### config.mk
export PLATFORM = sky130hd
export DESIGN_NAME = mesi_snoop_responder_flat
export DESIGN_NICKNAME = d
export VERILOG_FILES = /design/src/rtl/mesi_snoop_responder_if.sv /design/src/rtl/mesi_snoop_responder.sv /design/src/flat_wrapper.sv
export SDC_FILE = /design/constraint.sdc
export NUM_CORES = 1
export LEC_CHECK = 0
export CORE_MARGIN = 4
export CORE_UTILIZATION = 57
export CTS_CLUSTER_DIAMETER = 60
export DETAILED_ROUTE_END_ITERATION = 6
export PLACE_DENSITY_LB_ADDON = 0.3
export SETUP_SLACK_MARGIN = 0.05
export SYNTH_ARGS = -nofsm -noshare
export SYNTH_HDL_FRONTEND = slang
export SYNTH_SLANG_ARGS = --single-unit
### constraint.sdc
create_clock -name clk -period 7.9 [get_ports clk]
set_input_delay 1.185 -clock clk [delete_from_list [all_inputs] [get_ports clk]]
set_output_delay 1.185 -clock clk [all_outputs]
set_load 0.05 [all_outputs]
### src/rtl/mesi_snoop_responder_if.sv
// Bus-side signal bundle for the MESI snoop responder: local update port,
// snoop request/response, writeback handshake and line observation.
interface mesi_snoop_responder_if #(
   parameter int ADDR_W  = 32,
   parameter int INDEX_W = 2
);
   // valid/ready pairs: a transfer happens on a rising edge where both are 1;
   // the source holds its payload stable while valid is high and not yet accepted.
   logic               loc_upd_valid;
   logic               loc_upd_ready;
   logic [ADDR_W-1:0]  loc_upd_addr;
   logic [1:0]         loc_upd_state;
   logic               snp_valid;
   logic               snp_ready;
   logic [1:0]         snp_op;
   logic [ADDR_W-1:0]  snp_addr;
   logic               rsp_valid;
   logic               rsp_ready;
   logic [1:0]         rsp_result;
   logic               wb_valid;
   logic [ADDR_W-1:0]  wb_addr;
   logic               wb_ack;
   logic [INDEX_W-1:0] dbg_index;
   logic [1:0]         dbg_state;
   logic [1:0]         dbg_fsm;

   modport slave (
      input  loc_upd_valid, loc_upd_addr, loc_upd_state,
      input  snp_valid, snp_op, snp_addr, rsp_ready, wb_ack, dbg_index,
      output loc_upd_ready, snp_ready, rsp_valid, rsp_result,
      output wb_valid, wb_addr, dbg_state, dbg_fsm
   );

   modport master (
      output loc_upd_valid, loc_upd_addr, loc_upd_state,
      output snp_valid, snp_op, snp_addr, rsp_ready, wb_ack, dbg_index,
      input  loc_upd_ready, snp_ready, rsp_valid, rsp_result,
      input  wb_valid, wb_addr, dbg_state, dbg_fsm
   );
endinterface

### src/rtl/mesi_snoop_responder.sv
// Snoop responder for a small direct-mapped set of MESI lines: answers bus
// snoops with NOHIT/HIT/HITM, writing back Modified lines before responding.
module mesi_snoop_responder #(
   parameter int ADDR_W   = 32,
   parameter int INDEX_W  = 2,
   parameter int OFFSET_W = 6
) (
   input  logic                   clk,
   input  logic                   reset,
   mesi_snoop_responder_if.slave  bus
);
   localparam int LINES = 1 << INDEX_W;
   localparam int TAG_W = ADDR_W - OFFSET_W - INDEX_W;

   localparam logic [1:0] MESI_I    = 2'b00;
   localparam logic [1:0] MESI_S    = 2'b01;
   localparam logic [1:0] MESI_M    = 2'b11;
   localparam logic [1:0] OP_READ   = 2'b00;
   localparam logic [1:0] RES_NOHIT = 2'b00;
   localparam logic [1:0] RES_HIT   = 2'b01;
   localparam logic [1:0] RES_HITM  = 2'b10;

   typedef enum logic [1:0] {
      ST_IDLE      = 2'd0,
      ST_LOOKUP    = 2'd1,
      ST_WRITEBACK = 2'd2,
      ST_RESPOND   = 2'd3
   } fsm_t;

   fsm_t               state_q, state_d;
   logic [1:0]         op_q, op_d;
   logic [INDEX_W-1:0] idx_q, idx_d;
   logic [TAG_W-1:0]   tag_q, tag_d;
   logic [1:0]         result_q, result_d;
   logic [1:0]         pend_q, pend_d;
   logic [TAG_W-1:0]   line_tag_q [LINES];
   logic [TAG_W-1:0]   line_tag_d [LINES];
   logic [1:0]         line_st_q  [LINES];
   logic [1:0]         line_st_d  [LINES];

   logic [INDEX_W-1:0] upd_idx, snp_idx;
   logic [TAG_W-1:0]   upd_tag, snp_tag;
   logic               upd_block, upd_fire, hit;
   logic [1:0]         snoop_new_st;

   assign upd_idx = bus.loc_upd_addr[OFFSET_W +: INDEX_W];
   assign upd_tag = bus.loc_upd_addr[ADDR_W-1 -: TAG_W];
   assign snp_idx = bus.snp_addr[OFFSET_W +: INDEX_W];
   assign snp_tag = bus.snp_addr[ADDR_W-1 -: TAG_W];

   // The snoop owns its captured line from LOOKUP until its update lands.
   assign upd_block = ((state_q == ST_LOOKUP) || (state_q == ST_WRITEBACK))
                      && (upd_idx == idx_q);
   assign upd_fire  = bus.loc_upd_valid && !upd_block;

   assign hit          = (line_tag_q[idx_q] == tag_q) && (line_st_q[idx_q] != MESI_I);
   assign snoop_new_st = (op_q == OP_READ) ? MESI_S : MESI_I;

   always_comb begin
      state_d    = state_q;
      op_d       = op_q;
      idx_d      = idx_q;
      tag_d      = tag_q;
      result_d   = result_q;
      pend_d     = pend_q;
      line_tag_d = line_tag_q;
      line_st_d  = line_st_q;

      if (upd_fire) begin
         line_tag_d[upd_idx] = upd_tag;
         line_st_d[upd_idx]  = bus.loc_upd_state;
      end

      unique case (state_q)
         ST_IDLE: begin
            if (bus.snp_valid) begin
               op_d    = bus.snp_op;
               idx_d   = snp_idx;
               tag_d   = snp_tag;
               state_d = ST_LOOKUP;
            end
         end
         ST_LOOKUP: begin
            if (!hit) begin
               result_d = RES_NOHIT;
               state_d  = ST_RESPOND;
            end else if (line_st_q[idx_q] == MESI_M) begin
               result_d = RES_HITM;
               pend_d   = snoop_new_st;
               state_d  = ST_WRITEBACK;
            end else begin
               result_d         = RES_HIT;
               line_st_d[idx_q] = snoop_new_st;
               state_d          = ST_RESPOND;
            end
         end
         ST_WRITEBACK: begin
            if (bus.wb_ack) begin
               line_st_d[idx_q] = pend_q;
               state_d          = ST_RESPOND;
            end
         end
         ST_RESPOND: begin
            if (bus.rsp_ready) state_d = ST_IDLE;
         end
         default: state_d = ST_IDLE;
      endcase
   end

   always_ff @(posedge clk or negedge reset) begin
      if (!reset) begin
         state_q  <= ST_IDLE;
         op_q     <= '0;
         idx_q    <= '0;
         tag_q    <= '0;
         result_q <= RES_NOHIT;
         pend_q   <= MESI_I;
         for (int i = 0; i < LINES; i++) begin
            line_tag_q[i] <= '0;
            line_st_q[i]  <= MESI_I;
         end
      end else begin
         state_q    <= state_d;
         op_q       <= op_d;
         idx_q      <= idx_d;
         tag_q      <= tag_d;
         result_q   <= result_d;
         pend_q     <= pend_d;
         line_tag_q <= line_tag_d;
         line_st_q  <= line_st_d;
      end
   end

   assign bus.snp_ready     = (state_q == ST_IDLE);
   assign bus.loc_upd_ready = !upd_block;
   assign bus.rsp_valid     = (state_q == ST_RESPOND);
   assign bus.rsp_result    = result_q;
   assign bus.wb_valid      = (state_q == ST_WRITEBACK);
   assign bus.wb_addr       = bus.wb_valid ? {tag_q, idx_q, {OFFSET_W{1'b0}}} : '0;
   assign bus.dbg_state     = line_st_q[bus.dbg_index];
   assign bus.dbg_fsm       = state_q;
endmodule

### src/flat_wrapper.sv
// flat-port wrapper written by rule: the top's interface ports become plain ports
module mesi_snoop_responder_flat 
#(
   parameter int ADDR_W   = 32,
   parameter int INDEX_W  = 2,
   parameter int OFFSET_W = 6
)
  (clk, reset, bus_loc_upd_valid, bus_loc_upd_addr, bus_loc_upd_state, bus_snp_valid, bus_snp_op, bus_snp_addr, bus_rsp_ready, bus_wb_ack, bus_dbg_index, bus_loc_upd_ready, bus_snp_ready, bus_rsp_valid, bus_rsp_result, bus_wb_valid, bus_wb_addr, bus_dbg_state, bus_dbg_fsm);
  mesi_snoop_responder_if #(.ADDR_W(ADDR_W), .INDEX_W(INDEX_W)) bus_i ();
  input  logic clk;
  input  logic reset;
  input wire logic [$bits(bus_i.loc_upd_valid)-1:0] bus_loc_upd_valid;
  input wire logic [$bits(bus_i.loc_upd_addr)-1:0] bus_loc_upd_addr;
  input wire logic [$bits(bus_i.loc_upd_state)-1:0] bus_loc_upd_state;
  input wire logic [$bits(bus_i.snp_valid)-1:0] bus_snp_valid;
  input wire logic [$bits(bus_i.snp_op)-1:0] bus_snp_op;
  input wire logic [$bits(bus_i.snp_addr)-1:0] bus_snp_addr;
  input wire logic [$bits(bus_i.rsp_ready)-1:0] bus_rsp_ready;
  input wire logic [$bits(bus_i.wb_ack)-1:0] bus_wb_ack;
  input wire logic [$bits(bus_i.dbg_index)-1:0] bus_dbg_index;
  output wire logic [$bits(bus_i.loc_upd_ready)-1:0] bus_loc_upd_ready;
  output wire logic [$bits(bus_i.snp_ready)-1:0] bus_snp_ready;
  output wire logic [$bits(bus_i.rsp_valid)-1:0] bus_rsp_valid;
  output wire logic [$bits(bus_i.rsp_result)-1:0] bus_rsp_result;
  output wire logic [$bits(bus_i.wb_valid)-1:0] bus_wb_valid;
  output wire logic [$bits(bus_i.wb_addr)-1:0] bus_wb_addr;
  output wire logic [$bits(bus_i.dbg_state)-1:0] bus_dbg_state;
  output wire logic [$bits(bus_i.dbg_fsm)-1:0] bus_dbg_fsm;
  assign bus_i.loc_upd_valid = bus_loc_upd_valid;
  assign bus_i.loc_upd_addr = bus_loc_upd_addr;
  assign bus_i.loc_upd_state = bus_loc_upd_state;
  assign bus_i.snp_valid = bus_snp_valid;
  assign bus_i.snp_op = bus_snp_op;
  assign bus_i.snp_addr = bus_snp_addr;
  assign bus_i.rsp_ready = bus_rsp_ready;
  assign bus_i.wb_ack = bus_wb_ack;
  assign bus_i.dbg_index = bus_dbg_index;
  assign bus_loc_upd_ready = bus_i.loc_upd_ready;
  assign bus_snp_ready = bus_i.snp_ready;
  assign bus_rsp_valid = bus_i.rsp_valid;
  assign bus_rsp_result = bus_i.rsp_result;
  assign bus_wb_valid = bus_i.wb_valid;
  assign bus_wb_addr = bus_i.wb_addr;
  assign bus_dbg_state = bus_i.dbg_state;
  assign bus_dbg_fsm = bus_i.dbg_fsm;
  mesi_snoop_responder #(.ADDR_W(ADDR_W), .INDEX_W(INDEX_W), .OFFSET_W(OFFSET_W)) u_core (.clk(clk), .reset(reset), .bus(bus_i));
endmodule
==> results of run 1 <==
==> stage by stage <==
stage / cell area, um2 / hold slack, ps / utilization (%)
6_report: 8450 / 496 / 73.0
5_1_grt: 8450 / 516 / 73.0
4_1_cts: 8450 / 496 / 73.0
3_5_place_dp: 7880 / 482 / 68.1
3_3_place_gp: 7880 / 480 / 68.1
2_1_floorplan: 6810 / 464 / -
==> final cells by class <==
class                   count  area (um2)
multi-input cells         331        3210
repair buffers            106        1040
clock buffers              24         502
clock inverters             8        67.6
inverters                   6        22.5
fillers                   777        3120
well taps                 143         179
flip-flops and latches    137        3430
==> logic make-up (layout without fill, tap and decap cells) <==
logic type / Yosys count / after routing / share of synthesized area (%)
AO/OA/AOI/OAI: 30 / 30 / 3.09
adder cells (fa/ha/maj): 4 / 4 / 0.737
buffers and inverters: 38 / 144 / 2.91
XOR/XNOR: 24 / 24 / 3.09
other: 1 / 6 / 0.0552
flip-flops: 137 / 137 / 50.5
AND/OR/NAND/NOR: 93 / 93 / 8.01
multiplexers: 174 / 174 / 31.7
==> per-layer routing <==
metal	vias up	routed length, um	track usage [%]
met5	-	0	0
met4	0	213	7.80
met3	19	912	5.96
met2	125	8160	41.2
met1	2283	6460	30.6
li1	2006	-	-
==> registers in the layout, indices dropped and copies added, names as in the netlist <==
signal,cells
u_core.op_q,2
u_core.idx_q,2
u_core.pend_q,1
u_core.line_tag_q,96
u_core.bus.dbg_fsm,2
u_core.line_st_q,8
u_core.tag_q,24
u_core.bus.rsp_result,2
==> worst paths after layout <==
path	depth (start not counted)	from	end	slack [ps]
min in group asynchronous	1	reset	u_core.tag_q[0]$_DFFE_PN0P_	830
max in group asynchronous	2	reset	u_core.tag_q[11]$_DFFE_PN0P_	5620
worst min-delay path	1	u_core.pend_q[0]$_DFFE_PN0P_	u_core.pend_q[0]$_DFFE_PN0P_	500
worst max-delay path	4	u_core.bus.dbg_fsm[0]$_DFFE_PN0P_	bus_wb_addr[17]	3660
worst max register to register	8	u_core.idx_q[0]$_DFFE_PN0P_	u_core.line_st_q[2]$_DFF_PN0_	4310
worst min register to register	1	u_core.pend_q[0]$_DFFE_PN0P_	u_core.pend_q[0]$_DFFE_PN0P_	500
==> where the power goes <==
part	total [W]	switching (W)	internal (W)
clock	0.000755	0.000284	0.000471
sequential	0.00126	0.000228	0.00103
combinational	0.00163	0.000836	0.000791
==> cells in the final DEF, fill, tap and decap left out, drive strengths merged, types with 2 or more instances in the layout <==
master,synthesis,final
mux4,20,20
o2111ai,2,2
conb,1,6
a21oi,6,6
o21ai,5,5
nor3,9,9
or4,2,2
nand2b,3,3
a31oi,3,3
clkdlybuf4s50,0,98
xor2,6,6
nor3b,4,4
clkbuf,9,24
mux2,127,127
buf,23,8
ha,4,4
xnor2,18,18
nand3,5,5
dfrtp,137,137
o31ai,4,4
nand4,3,3
clkinv,0,6
nor2,11,11
and3,5,5
nor2b,5,5
nand2,13,13
nor4,2,2
and2,27,27
mux2i,27,27
a221oi,2,2
inv,6,6
==> impl_metrics.env, run 1 <==
export IMPL_cts_setup_buffers=0
export IMPL_fin_tns_setup_ps=0
export IMPL_clkSinkCount=137
export IMPL_cp_required_ps=6710
export IMPL_slowest_stage="ha_1"
export IMPL_drive_above_1_share_pct=31.9
export IMPL_routabilityCongestion=0.890
export IMPL_pre_cts_ws_ps=3770
export IMPL_cts_tree="built"
export IMPL_critical_path_endpoint_type="primary output"
export IMPL_die_width_um=117
export IMPL_synth_cells=501
export IMPL_first_global_vias=4845
export IMPL_cts_root_buf="clkbuf_16"
export IMPL_powerDensity_nw_per_um2=431
export IMPL_drcViolationCount=0
export IMPL_worstSetupStartpointType="flip-flop"
export IMPL_path_class="flip-flop to primary output"
export IMPL_io_buffer_count=99
export IMPL_rsz0062_at_grt="no"
export IMPL_ys_ff_latch=137
export IMPL_synth_edff_count=0
export IMPL_power_w=0.00364
export IMPL_worst_path_buf_inv=2
export IMPL_ys_warn_count=0
export IMPL_async_flop_share_pct=100
export IMPL_antenna_found_initial=0
export IMPL_grt_start_max_net_pins=80
export IMPL_synth_area_per_cell_um2=13.6
export IMPL_cp_arrival_ps=3060
export IMPL_worstPathCellList="inv_1 -> ha_1 -> and2_1 -> clkdlybuf4s50_1"
export IMPL_period_share_pct=53.7
export IMPL_die_area_um2=13700
export IMPL_worstPathMaxFanout=33
export IMPL_place_inst=723
export IMPL_hpwl_um=10500
export IMPL_numCtsBuffers=17
export IMPL_holdBufCountCts=0
export IMPL_finalSetupViolCount=0
export IMPL_tightest_slew_ps=1220
export IMPL_antenna_cells=0
export IMPL_area_delta_synth_final_pct=24.3
export IMPL_layout_min_cycle_time_ps=4240
export IMPL_wl_per_cell_um=20.9
export IMPL_final_max_slew_viol_count=0
export IMPL_status="completed"
export IMPL_die_h_um=117
export IMPL_synth_top_cell_area_share_pct=50.5
export IMPL_clk_pin_slew_ps=60
export IMPL_slew_headroom_pct=18.9
export IMPL_synth_ff_type="dfrtp_1"
export IMPL_setup_slack_ps=3660
export IMPL_grt_pass1_wl_um=24900
export IMPL_grt_remaining_overflow=0
export IMPL_wl_um=15700
export IMPL_ys_top_cells_by_count="dfrtp_1, mux2_2, and2_1, mux2i_1, mux4_2"
export IMPL_synth_largest_area_cell="dfrtp_1"
export IMPL_via_count=4433
export IMPL_clock_path_buffers=2
export IMPL_max_freq_ghz=0.236
export IMPL_ir_drop_v=0.000237
export IMPL_max_stage_delay_ps=970
export IMPL_final_nets=679
export IMPL_synth_seq_area_share_pct=50.5
export IMPL_hold_viol_final=0
export IMPL_cap_violations=0
export IMPL_final_cells=755
export IMPL_power_leakage_nw=3.48
export IMPL_ys_types=47
export IMPL_cts_resized=0
export IMPL_core_area_um2=11600
export IMPL_hold_class="flip-flop to flip-flop"
export IMPL_clock_skew_ps=7.80
export IMPL_grt_usage_pct=24.2
export IMPL_htree_levels=4
export IMPL_synth_most_common_cell="dfrtp_1"
export IMPL_synth_area_leaders="dfrtp_1, mux2_2, mux4_2, mux2i_1, and2_1"
export IMPL_initial_utilization_pct=58.8
export IMPL_drt_pass1_iterations=4
export IMPL_crit_family="adder cells"
export IMPL_drtIter0Drc=230
export IMPL_synth_area_um2=6800
export IMPL_pin_count=118
export IMPL_clk_latency_ps=420
export IMPL_routed_via_density=5.87
export IMPL_ant_nets=0
export IMPL_rows=39
(Power assumes the default switching activity.)
==> inputs of run 2 (changes only) <==
CORE_UTILIZATION = 53   (was 57)
clock period = 4.3 ns   (was 7.9 ns; I/O delays follow)
==> run 2 against run 1 <==
  * Combinational power up 82%
  * Wire length up 2.7%
  * First-iteration DRC count up 36%
  * Design area up 0.79%
  * Power up 83%
  * Clock power up 74%
  * Non-clock buffer count up 6
  * Sequential share of layout area down 0.32 points
  * Die area up 7.0%
  * Largest power group unchanged
  * Critical path depth up 1
  * Final cell count up 4.5%
==> impl_metrics.env, run 2 (same netlist as run 1, synthesis figures left out) <==
export IMPL_finalSetupViolCount=0
export IMPL_nFillCells=904
export IMPL_htree_levels=4
export IMPL_final_max_slew_viol_count=0
export IMPL_routabilityCongestion=0.866
export IMPL_grt_pass1_wl_um=25700
export IMPL_layout_common_cells="dfrtp_1, mux2_2, clkdlybuf4s50_1, mux2i_1, and2_1"
export IMPL_path_class="flip-flop to primary output"
export IMPL_area_delta_synth_final_pct=25.3
export IMPL_hpwl_um=11300
export IMPL_grt_start_max_net_pins=74
export IMPL_period_share_pct=81.2
export IMPL_pin_count=118
export IMPL_multiInputGateArea_um2=3200
export IMPL_largest_reg_flops=96
export IMPL_hold_viol_final=0
export IMPL_cp_arrival_ps=2850
export IMPL_core_area_um2=12600
export IMPL_wl_um=16200
export IMPL_power_leakage_nw=3.50
export IMPL_powerDensity_nw_per_um2=782
export IMPL_io_buffer_count=99
export IMPL_hold_class="input pin to asynchronous set/reset pin"
export IMPL_rsz0062_at_grt="no"
export IMPL_ff_latch_area_um2=3430
export IMPL_place_inst=758
export IMPL_rows=41
export IMPL_worstSetupStartpointType="flip-flop"
export IMPL_fin_tns_setup_ps=0
export IMPL_clk_latency_ps=420
export IMPL_cts_root_buf="clkbuf_16"
export IMPL_antenna_cells=0
export IMPL_status="completed"
export IMPL_cts_setup_buffers=0
export IMPL_wl_per_cell_um=20.5
export IMPL_clk_pin_slew_ps=60
export IMPL_numCtsBuffers=17
export IMPL_drt_pass1_iterations=5
export IMPL_clkSinkCount=137
export IMPL_die_width_um=121
export IMPL_clock_path_buffers=2
export IMPL_routed_via_density=5.68
export IMPL_post_route_util_pct=67.7
export IMPL_worstPathCellList="inv_1 -> ha_1 -> buf_4 -> and2_1 -> clkdlybuf4s50_1"
export IMPL_placed_cell_area_um2=7980
export IMPL_via_count=4480
export IMPL_slew_headroom_pct=44.0
export IMPL_cap_violations=0
export IMPL_clock_skew_ps=8.69
export IMPL_worstPathMaxFanout=17
export IMPL_ff2ff_setup_slack_ps=990
export IMPL_drtIter0Drc=312
export IMPL_final_common_cell="dfrtp_1"
export IMPL_die_area_um2=14700
export IMPL_initial_utilization_pct=54.1
export IMPL_ir_drop_v=0.000365
export IMPL_critical_path_endpoint_type="primary output"
export IMPL_ant_nets=0
export IMPL_max_freq_ghz=0.286
export IMPL_slowest_stage="clkdlybuf4s50_1"
export IMPL_drive_above_1_share_pct=31.4
export IMPL_max_stage_delay_ps=800
export IMPL_cp_required_ps=3650
export IMPL_power_w=0.00666
export IMPL_antenna_found_initial=0
export IMPL_final_nets=685
export IMPL_cts_tree="built"
export IMPL_first_global_vias=4760
export IMPL_drcViolationCount=0
export IMPL_die_h_um=121
export IMPL_largest_register="u_core.line_tag_q"
export IMPL_largest_registers="u_core.line_tag_q: 96 flops, u_core.tag_q: 24 flops, u_core.line_st_q: 8 flops"
export IMPL_tightest_slew_ps=840
export IMPL_layout_min_cycle_time_ps=3490
export IMPL_grt_remaining_overflow=0
export IMPL_final_cells=789
export IMPL_cts_resized=0
export IMPL_grt_usage_pct=23.3
export IMPL_holdBufCountCts=0
export IMPL_fin_area_um2=8510
[run 2: cell count changes in the layout (fill, tap and decap cells not counted), sizes merged]
cell / change
buf: +6
clkinv: -4
clkinvlp: -1
clkbuf: +5
bufinv: -1
[run 2: through the flow]
step / setup WS [ps] / hold WS (ps)
after floorplan: 1390 / 349
after global placement: 1040 / 483
after detailed placement: 988 / 491
after CTS: 788 / 355
after global routing: 647 / 383
final: 809 / 318
[run 2: path summary, 6_finish.rpt]
path / end / startpoint / cells past startpoint
max reg2reg: u_core.line_st_q[4]$_DFF_PN0_ / u_core.idx_q[0]$_DFFE_PN0P_ / 8
min in group clk: u_core.line_tag_q[70]$_DFFE_PN0P_ / u_core.line_tag_q[70]$_DFFE_PN0P_ / 1
max: bus_wb_addr[16] / u_core.bus.dbg_fsm[0]$_DFFE_PN0P_ / 5
min: u_core.line_tag_q[72]$_DFFE_PN0P_ / reset / 1
max in group asynchronous: u_core.line_tag_q[58]$_DFFE_PN0P_ / reset / 2
min reg2reg: u_core.line_tag_q[70]$_DFFE_PN0P_ / u_core.line_tag_q[70]$_DFFE_PN0P_ / 1
[run 2: area by class of cell]
| cell class | instances | share of cell area [%] |
|---|---|---|
| sequential | 137 | 40.3 |
| multi-input combinational | 331 | 37.6 |
| inverter | 6 | 0.265 |
| clock inverter | 2 | 0.118 |
| tap | 172 | 2.53 |
| timing repair buffer | 112 | 13.0 |
| clock buffer | 29 | 6.11 |
[run 2: metal layers]
metal	track usage (%)	routed length, um	up-vias	share of wire (%)
met4	7.63	178	0	1.1
met3	5.13	937	17	5.8
met2	38.9	8270	159	51
li1	-	-	2014	-
met5	0	0	-	0
met1	30.5	6780	2290	42
[run 2: critical path, delay by kind of cell, from the launching register on]
family	cells	cell delay (ps)
adders and majority gates	1	590
buffers and inverters	3	1240
DFF	1	430
and+or+nand+nor	1	160
[run 2: power breakdown]
part	switching [W]	internal (W)
Clock	0.000503	0.000809
Combinational	0.00149	0.00148
Sequential	0.000488	0.00189
==> inputs of run 3 (changes only) <==
CORE_UTILIZATION = 48   (was 53)
clock period = 3.1 ns   (was 4.3 ns; I/O delays follow)
==> run 3 against run 2 <==
  * Final cell count grew 1.9%
  * Combinational power increased by 41%
  * Non-clock buffer count up 7
  * Critical path type is now flip-flop to flip-flop
==> impl_metrics.env, run 3 (same netlist as run 1, synthesis figures left out) <==
export IMPL_wl_per_cell_um=19.8
export IMPL_die_width_um=127
export IMPL_cp_required_ps=3390
export IMPL_max_freq_ghz=0.336
export IMPL_combinationalPowerShare_pct=44.5
export IMPL_final_max_slew_viol_count=0
export IMPL_internal_power_w=0.00597
export IMPL_hold_class="input pin to asynchronous set/reset pin"
export IMPL_antenna_cells=0
export IMPL_r2r_start="u_core.idx_q[0]$_DFFE_PN0P_"
export IMPL_area_delta_synth_final_pct=26.4
export IMPL_final_common_cell="dfrtp_1"
export IMPL_clock_path_buffers=2
export IMPL_path_class="flip-flop to flip-flop"
export IMPL_antenna_found_initial=0
export IMPL_die_area_um2=16100
export IMPL_tightest_slew_ps=810
export IMPL_largest_reg_flops=96
export IMPL_via_count=4458
export IMPL_layout_min_cycle_time_ps=2980
export IMPL_powerDensity_nw_per_um2=1100
export IMPL_power_leakage_nw=3.62
export IMPL_layout_common_cells="dfrtp_1, mux2_2, clkdlybuf4s50_1, buf_4"
export IMPL_r2r_cells=9
export IMPL_final_nets=692
export IMPL_largest_registers="u_core.line_tag_q: 96 flops, u_core.tag_q: 24 flops, u_core.line_st_q: 8 flops"
export IMPL_grt_usage_pct=20.4
export IMPL_die_h_um=127
export IMPL_cts_root_buf="clkbuf_16"
export IMPL_drcViolationCount=0
export IMPL_status="completed"
export IMPL_critical_path_endpoint_type="flip-flop"
export IMPL_htree_levels=4
export IMPL_cp_arrival_ps=3270
export IMPL_clk_latency_ps=420
export IMPL_rows=43
export IMPL_hpwl_um=10900
export IMPL_fin_tns_setup_ps=0
export IMPL_cts_tree="built"
export IMPL_period_share_pct=96.1
export IMPL_hold_viol_final=0
export IMPL_rsz0062_at_grt="no"
export IMPL_top_layer="met4"
export IMPL_pwr_share_clk_pct=21.0
export IMPL_slew_headroom_pct=46.0
export IMPL_routed_via_density=5.54
export IMPL_clock_skew_ps=6.01
export IMPL_holdBufCountCts=0
export IMPL_clkSinkCount=137
export IMPL_netSwitchingFraction_pct=36.6
export IMPL_grt_pass1_wl_um=25400
export IMPL_drive_above_1_share_pct=37.2
export IMPL_numCtsBuffers=17
export IMPL_finalSetupViolCount=0
export IMPL_pin_count=118
export IMPL_worstPathMaxFanout=10
export IMPL_met2WireLength_um=7970
export IMPL_core_area_um2=13900
export IMPL_initial_utilization_pct=49.0
export IMPL_cap_violations=0
export IMPL_wl_met1_um=6950
export IMPL_first_global_vias=4823
export IMPL_route_met3_wl_um=713
export IMPL_largest_register="u_core.line_tag_q"
export IMPL_ant_nets=0
export IMPL_routabilityCongestion=0.825
export IMPL_wl_um=15900
export IMPL_worstPathCellList="buf_4 -> mux4_2 -> xnor2_1 -> nand2_1 -> or4_4 -> nor4_4 -> buf_4 -> and3_1 -> o31ai_1"
export IMPL_worstSetupStartpointType="flip-flop"
export IMPL_max_stage_delay_ps=530
export IMPL_post_route_util_pct=61.9
export IMPL_drt_pass1_iterations=4
export IMPL_cp_common_cell="buf_4"
export IMPL_ff2ff_setup_slack_ps=120
export IMPL_slowest_stage="or4_4"
export IMPL_grt_start_max_net_pins=87
export IMPL_io_buffer_count=99
export IMPL_reg2reg_to="u_core.line_st_q[4]$_DFF_PN0_"
export IMPL_pwr_share_seq_pct=34.4
export IMPL_drtIter0Drc=224
export IMPL_grt_remaining_overflow=0
export IMPL_clk_pin_slew_ps=60
export IMPL_ir_drop_v=0.000557
export IMPL_p_switching_w=0.00344
[run 3: cell count changes in the layout (fill, tap and decap cells not counted), sizes merged]
cell | before | now
buf | 14 | 47
bufinv | 0 | 2
clkbuf | 29 | 23
clkdlybuf4s50 | 98 | 71
clkinv | 2 | 6
dlygate4sd2 | 0 | 1
[run 3: worst max-delay path, delay by kind of cell (launching register included)]
family,cells,cell delay [ps]
muxes,1,520
buffers and inverters,2,460
DFF,1,490
AOI/OAI and AO/OA,1,80
xor gates and xnor gates,1,260
and+or+nand+nor,4,1040
[run 3: metrics by stage]
stage / instance area (um2) / hold slack (ps) / total power [W] / setup WS [ps] / cells
CTS: 8580 / 158 / 0.00947 / 64.5 / 802
floorplan: 6810 / 169 / 0.00618 / 191 / 506
global placement: 8000 / 484 / 0.00730 / 131 / 771
finish: 8590 / 133 / 0.00942 / 121 / 804
detailed placement: 8000 / 493 / 0.00747 / 70.0 / 771
global route: 8590 / 184 / 0.00992 / 79.2 / 804
[run 3: layout make-up]
type	count	area, um2
timing repair buffer	119	1130
multi-input combinational	331	3200
inverter	6	22.5
fill	1122	5290
sequential	137	3430
tap	180	225
clock inverter	8	93.8
clock buffer	23	488
[run 3: worst max-delay path by stage]
stage	from	endpoint	slack (ps)
after floorplan	u_core.bus.dbg_fsm[1]$_DFFE_PN0P_	u_core.line_st_q[0]$_DFF_PN0_	190
after global placement	u_core.idx_q[0]$_DFFE_PN0P_	u_core.line_st_q[4]$_DFF_PN0_	130
after detailed placement	u_core.idx_q[0]$_DFFE_PN0P_	u_core.line_st_q[4]$_DFF_PN0_	70
after CTS	u_core.idx_q[0]$_DFFE_PN0P_	u_core.line_st_q[4]$_DFF_PN0_	60
after global routing	u_core.idx_q[0]$_DFFE_PN0P_	u_core.line_st_q[4]$_DFF_PN0_	80
final	u_core.idx_q[0]$_DFFE_PN0P_	u_core.line_st_q[4]$_DFF_PN0_	120
[run 3: repair_timing]
item | CTS | global route
endpoints found under the setup margin | 1 | 9
buffers inserted | 0 | 2
resized for setup | 1 | 0
[run 3: power groups by stage]
stage / Clock [W] / Combinational [W] / Sequential (W)
2_1_floorplan: 0 / 0.00313 / 0.00305
3_3_place_gp: 0 / 0.00408 / 0.00321
3_5_place_dp: 0 / 0.00419 / 0.00328
4_1_cts: 0.00201 / 0.00420 / 0.00326
5_1_grt: 0.00210 / 0.00448 / 0.00335
6_report: 0.00198 / 0.00419 / 0.00324
[run 3: metal layers]
layer	vias up	GRT usage, %
li1	2027	-
met1	2296	25.9
met2	110	34.6
met3	25	4.43
met4	0	7.13
met5	-	0
